`config.mk`:
```
export PLATFORM = sky130hd
export DESIGN_NAME = ship_placement
export DESIGN_NICKNAME = d
export VERILOG_FILES = /design/src/rtl/ship_placement.sv
export SDC_FILE = /design/constraint.sdc
export NUM_CORES = 1
export LEC_CHECK = 0
export CAP_MARGIN = 15
export CORE_AREA = 5 5 95 97
export CTS_BUF_LIST = sky130_fd_sc_hd__clkbuf_8
export CTS_CLUSTER_DIAMETER = 200
export CTS_CLUSTER_SIZE = 40
export DETAILED_ROUTE_END_ITERATION = 10
export DIE_AREA = 0 0 100 102
export HOLD_SLACK_MARGIN = 0.02
export MAX_ROUTING_LAYER = met4
export PLACE_DENSITY = 0.56
export SYNTH_ARGS = -nofsm -noshare
export SYNTH_HDL_FRONTEND = slang
export SYNTH_SLANG_ARGS = --single-unit
```
`constraint.sdc`:
```
create_clock -name clk -period 4.6 [get_ports clk]
set_input_delay 0.69 -clock clk [delete_from_list [all_inputs] [get_ports clk]]
set_output_delay 0.69 -clock clk [all_outputs]
set_load 0.005 [all_outputs]
```
`src/rtl/ship_placement.sv`:
```
// rtl/ship_placement.sv - 5x5 ship placement FSM with confirm-edge detection and occupancy checks
// Optional orthogonal-adjacency rejection enabled by defining SHIP_ADJACENCY_CHECK_EN.
module ship_placement (
    input  logic        clk,
    input  logic        rst,
    input  logic        ships_decided,
    input  logic [2:0]  player_amount_ships,
    input  logic [2:0]  cursor_row,
    input  logic [2:0]  cursor_col,
    input  logic        place_confirm,
    output logic [24:0] board,
    output logic [2:0]  ships_placed,
    output logic        place_error,
    output logic        placement_done
);

    typedef enum logic [1:0] {
        IDLE,
        PLACE,
        DONE
    } state_t;

    state_t      state_q, state_d;
    logic [2:0]  target_q, target_d;
    logic [24:0] board_q, board_d;
    logic [2:0]  placed_q, placed_d;
    logic        error_q, error_d;
    logic        confirm_prev_q, confirm_prev_d;

    logic        confirm_edge;
    logic        in_range;
    logic        blocked;
    logic [4:0]  cell_idx;
    logic [24:0] cell_mask;
`ifdef SHIP_ADJACENCY_CHECK_EN
    logic [24:0] neighbor_mask;
`endif

    always_comb begin
        confirm_edge = place_confirm & ~confirm_prev_q;
        in_range     = (cursor_row < 3'd5) && (cursor_col < 3'd5);
        cell_idx     = 5'(cursor_row) * 5'd5 + 5'(cursor_col);
        cell_mask    = in_range ? (25'd1 << cell_idx) : 25'd0;
        blocked      = |(board_q & cell_mask);
`ifdef SHIP_ADJACENCY_CHECK_EN
        // Row/column guards stop left/right shifts from wrapping onto the neighbouring row.
        neighbor_mask = '0;
        if (cursor_row != 3'd0) neighbor_mask = neighbor_mask | (cell_mask >> 5);
        if (cursor_row < 3'd4)  neighbor_mask = neighbor_mask | (cell_mask << 5);
        if (cursor_col != 3'd0) neighbor_mask = neighbor_mask | (cell_mask >> 1);
        if (cursor_col < 3'd4)  neighbor_mask = neighbor_mask | (cell_mask << 1);
        blocked = blocked | (|(board_q & neighbor_mask));
`endif
    end

    always_comb begin
        state_d        = state_q;
        target_d       = target_q;
        board_d        = board_q;
        placed_d       = placed_q;
        error_d        = 1'b0;
        confirm_prev_d = place_confirm;
        case (state_q)
            IDLE: begin
                if (ships_decided && player_amount_ships != 3'd0 && player_amount_ships <= 3'd5) begin
                    target_d = player_amount_ships;
                    state_d  = PLACE;
                end
            end
            PLACE: begin
                if (confirm_edge) begin
                    if (in_range && !blocked) begin
                        board_d  = board_q | cell_mask;
                        placed_d = placed_q + 3'd1;
                        if (placed_q + 3'd1 == target_q) state_d = DONE;
                    end else begin
                        error_d = 1'b1;
                    end
                end
            end
            DONE: begin
            end
            default: state_d = IDLE;
        endcase
    end

    always_ff @(posedge clk or negedge rst) begin
        if (!rst) begin
            state_q        <= IDLE;
            target_q       <= 3'd0;
            board_q        <= 25'd0;
            placed_q       <= 3'd0;
            error_q        <= 1'b0;
            confirm_prev_q <= 1'b0;
        end else begin
            state_q        <= state_d;
            target_q       <= target_d;
            board_q        <= board_d;
            placed_q       <= placed_d;
            error_q        <= error_d;
            confirm_prev_q <= confirm_prev_d;
        end
    end

    assign board          = board_q;
    assign ships_placed   = placed_q;
    assign place_error    = error_q;
    assign placement_done = (state_q == DONE);

endmodule

```
# Word-level counts from Yosys, hierarchy flattened
# Cells that the tools add are included.
totals:
  reg_bits: 35
  input_bits: 13
  wordCells: 45
op_classes:
  addsub: 2
  multipliers: 1
  magnitude_cmp: 3
  eq_ne: 7
  n_shift: 1
  n_mux: 9
  n_bitwise: 5
  n_reduce_logical: 11
ops:
  columns: ["operator", "n"]
  rows:
  - ["25-bit bitwise AND", 1]
  - ["25-bit 2-to-1 mux", 1]
  - ["25-bit bitwise OR", 1]
  - ["25-bit OR reduction", 1]
  - ["1-bit by 5-bit << shifter with 25-bit output, first input constant", 1]
  - ["2-bit 2-to-1 mux", 4]
  - ["2-bit != test, second input constant", 4]
  - ["3-bit less-than comparator, second input constant", 2]
  - ["2-bit one-hot mux with 3 select lines", 1]
  - ["5-bit by 3-bit adder with 5-bit output", 1]
  - ["3-bit by 3-bit multiplier with 5-bit output, second input constant", 1]
  - ["5-bit AND reduction", 1]
  - ["1-bit logical AND", 4]
  - ["3-bit by 1-bit adder with 3-bit output, second input constant", 1]
  - ["3-bit == test", 1]
  - ["3-bit less-or-equal comparator, second input constant", 1]
  - ["1-bit 2-to-1 mux", 3]
  - ["3-bit AND reduction", 1]
  - ["3-bit nonzero test", 1]
  - ["2-bit by 1-bit == test with 1-bit output, second input constant", 1]
  - ["2-bit == test, second input constant", 1]
  - ["2-bit logical NOT", 1]
  - ["1-bit NOT", 2]
  - ["2-bit AND reduction", 1]
  - ["2 further kinds", 2]

# Depth between registers and ports, before layout
depth:
  ltp_word: 11
  depth_mapped: 11
  mapped_depth_nobuf: 10

# Least setup slack after synthesis
# No wires, ideal clock.
synth_timing:
  path_kind: "in2reg"
  start: "in cursor_row[0]"
  end: "reg placed_q[1], in the netlist ships_placed[1]"
  setup_time_ns: 0.127
  t_arrival_ns: 3.437
  t_required_ns: 4.473
  setup_slack_ns: 1.035
  stages: 10
  path_buffers: 0
  path_cell_list: "ha_1 > ha_1 > inv_1 > fa_1 > mux2_2 > a222oi_1 > a21boi_1 > a2111oi_4 > nand2_2 > mux2_1"
synth_between:
  elab_chain_cells: 9
synth_lines:
  columns: ["element", "line_no", "rtl"]
  rows:
  - ["start: declaration", "8", "input logic [2:0] cursor_row,"]
  - ["3-bit by 3-bit multiplier with 5-bit output", "42", "cell_idx = 5'(cursor_row) * 5'd5 + 5'(cursor_col);"]
  - ["5-bit by 3-bit adder with 5-bit output", "42", null]
  - ["1-bit by 5-bit << shifter with 25-bit output", "43", "cell_mask = in_range ? (25'd1 << cell_idx) : 25'd0;"]
  - ["25-bit 2-to-1 mux", "43", null]
  - ["25-bit bitwise AND", "44", "blocked = |(board_q & cell_mask);"]
  - ["25-bit OR reduction", "44", null]
  - ["1-bit logical NOT", "72", "if (in_range && !blocked) begin"]
  - ["1-bit logical AND *", "72", null]
  - ["3-bit AND reduction (no line) *", null, null]
  - ["end signal: assignment", "99", "placed_q <= placed_d;"]
  - ["end: declaration", "26", "logic [2:0] placed_q, placed_d;"]
# Mark *: on every way between the ends. The rest lies on a longest branch, timed or not.
# A chain may end at the register's enable or synchronous reset.

# Final worst setup path
# Same ends and word-level chain as after synthesis.

==> out/metrics.cfg <==
[outcome]
status=finished clean

[worst_setup_path]
cp_top_family=adder cells
crit_chain=clkdlybuf4s50_1, ha_1, ha_1, inv_1, fa_1, mux2_2, a222oi_1, a21boi_1, a2111oi_4, nand2_2, mux2_1
required_ps=4770
cp_common_cell=ha_1
crit_slowest_cell=fa_1
critPathKind=primary input to flop
cp-end-kind=flop
critPathLaunchType=primary input
arrival_ps=4220
crit_buf_inv=2
cp_slowest_stage_delay_ps=650
critPathMaxFanout=6

[power]
p_leak_nw=1.152
p_clk_share_pct=21.1
comb_power_share_pct=37.1
switchingPower_mw=0.3271
p_per_area_nw_per_um2=382.4
seqPwrFrac_pct=41.8
ir_worst_vdd_mv=0.1169
sw_frac_of_total_pct=32.77
intPower_mw=0.6710

[detailed_routing]
drt-total-wl_mm=5.170
vias=1583
post-route-drc-count=0
drt-pass1-iter-count=4
wire_per_inst_um=15.53
drt-vias-per-instance=4.754
drt.antenna.violating_nets=0
drtIter0Drc=138

[sta]
tightestPinTransition_ps=698.2
final-hold-violation-count=0
slew_headroom_pct=52.96
finalMaxSlewViolations=0
hold-worst-slack_ps=491.6
finalCritPeriodShare_pct=88.12
clock-skew-final_ps=8.467
fin_crit_ps=4054
setup_viol=0
rsz0062_at_grt=no
setup_tns_ps=0
timing.fmax_mhz=246.7

[global_routing]
grt_max_degree=36
grt_remaining_overflow=0
grt_pass1_vias=1715
grt_pass1_wl_mm=8.866
grt_use_total_pct=11.23
antenna_found_initial=0

[synthesis]
syn-num-nets=202
synthMuxAreaShare_pct=7.384
yosysSeqAreaShare_pct=44.56
synth_seq_cells=35
synth_xor_area_share_pct=4.392
synth_area_per_cell_um2=10.98
ys.flop_type=dfrtp_1
synthSimpleGateAreaFrac_pct=15.15
synth.distinct_cells=46
syn_area_um2=1966
synth_compound_area_share_pct=19.10
synthCells=179
synth_edf_count=0
synthAdderAreaFrac_pct=6.747
async_flop_share_pct=100.0
synth_warnings=0
synth_top_family_by_area=compound AO/OA/AOI/OAI gates

[finish]
final_layout_size_suffix_gt1_share_pct=12.28
final_cell_mix=clkdlybuf4s50_1 (42), dfrtp_1 (35), o21bai_1 (15)
fin_nets=250
area_growth_pct=32.78
fillerInstances=822
final_common_cell=clkdlybuf4s50_1
finish.utilization_pct=32.42
antenna_cells=0

[floorplan]
die_h_um=102
io_pins=43
rows=33
core-area_um2=8051
die_area_um2=10200
die_w_um=100
start_util_pct=24.41

[cts]
cts-resized-gates=0
clock-sinks=35
clk_pin_slew_ps=70
cts_root_buf=clkbuf_8
cts_buffers=5
cts_setup_buffers=0
h-tree-depth=2
clk_latency_ps=280
clock_path_buffers=2
cts_tree=yes
cts_hold_buf=0

[placed_design]
dp_hpwl_mm=3.894
portBuffers=42
globalplace.congestion=0.7953

[run]
cap_viol_max_count=0

[worst_hold_path]
min_path_type=flop to flop

==> per-layer routing <==
| layer | up-vias | GRT usage [%] | wire length, µm |
|---|---|---|---|
| li1 | 771 | - | - |
| met1 | 768 | 15.26 | 2593 |
| met2 | 39 | 16.57 | 2322 |
| met3 | 5 | 2.116 | 193 |
| met4 | 0 | 4.352 | 61 |
| met5 | - | - | 0 |
==> kinds of logic after synthesis <==
| kind of cell | after synthesis |
|---|---|
| XOR/XNOR | 9 |
| multiplexers | 12 |
| adder cells (fa/ha/maj) | 10 |
| flip-flops | 35 |
| buffers and inverters | 13 |
| AND/OR/NAND/NOR | 53 |
| AO/OA/AOI/OAI | 47 |
==> area by class of cell <==
| type | count | area [µm²] | area share, % |
|---|---|---|---|
| Inverter | 7 | 26.28 | 1.007 |
| Multi-Input combinational cell | 131 | 1037 | 39.74 |
| Tap cell | 105 | 131.4 | 5.034 |
| Clock buffer | 5 | 68.82 | 2.637 |
| Sequential cell | 35 | 875.8 | 33.56 |
| Timing Repair Buffer | 47 | 457.9 | 17.55 |
| Clock inverter | 3 | 12.51 | 0.4794 |
==> synth_stat cells (2+ instances only) <==
| library cell | instances | area [µm²] |
|---|---|---|
| a21oi_1 | 6 | 30.03 |
| nor2b_1 | 5 | 31.28 |
| nand4b_1 | 3 | 26.28 |
| a31o_2 | 4 | 35.03 |
| nor2_1 | 8 | 30.03 |
| o21bai_1 | 15 | 112.6 |
| nand4_1 | 4 | 25.02 |
| nand3_1 | 11 | 55.05 |
| mux2_1 | 2 | 22.52 |
| mux2_2 | 8 | 90.09 |
| nand2_1 | 9 | 33.78 |
| dfrtp_1 | 35 | 875.8 |
| a41o_1 | 5 | 50.05 |
| and2_1 | 4 | 25.02 |
| clkbuf_1 | 3 | 11.26 |
| inv_1 | 7 | 26.28 |
| xor2_1 | 3 | 26.28 |
| a21o_1 | 2 | 15.01 |
| ha_1 | 9 | 112.6 |
| nand2b_1 | 2 | 12.51 |
| xnor2_1 | 5 | 43.79 |
| o21ai_0 | 3 | 15.01 |
| buf_2 | 3 | 15.01 |
==> stage by stage <==
stage | area, µm² | std cells | setup WS, ps | power, mW
after floorplan | 1966 | 179 | 1035 | 0.6221
after global placement | 2529 | 325 | 338.5 | 0.7951
after detailed placement | 2529 | 325 | 228.5 | 0.7956
after CTS | 2610 | 333 | 536.3 | 1.011
after global routing | 2610 | 333 | 316.0 | 1.066
final | 2610 | 333 | 546.4 | 0.9981
==> final timing paths <==
| path | startpoint | endpoint | slack, ps | cells past startpoint |
|---|---|---|---|---|
| setup / recovery | cursor_row[0] | ships_placed[1] | 550 | 11 |
| hold / removal | board[19] | board[19] | 490 | 1 |
| setup reg to reg | board[8] | ships_placed[1] | 2230 | 6 |
| hold reg to reg | board[19] | board[19] | 490 | 1 |
| max in group asynchronous | rst | board[23] | 3460 | 2 |
| min in group asynchronous | rst | board[5] | 820 | 2 |
==> registers in the layout, summed over array words and instances (netlist names) <==
register        count
board              25
ships_placed        3
target_q            3
state_q             2
confirm_prev_q      1
place_error         1
==> power groups by stage <==
stage	Clock (mW)	Combinational (mW)	Sequential, mW
after global routing	0.232	0.409	0.425
after floorplan	0	0.209	0.413
after global placement	0	0.371	0.424
final	0.210	0.371	0.417
after detailed placement	0	0.372	0.424
after CTS	0.218	0.375	0.419
==> worst register-to-register path, stage by stage (launching register included) <==
cell       delay [ps]
dfrtp_1           430
mux2_1            300
a222oi_1          390
a21boi_1          180
a2111oi_4         470
nand2_2           140
mux2_1            340
No activity file was read; power rests on OpenSTA's default activity.
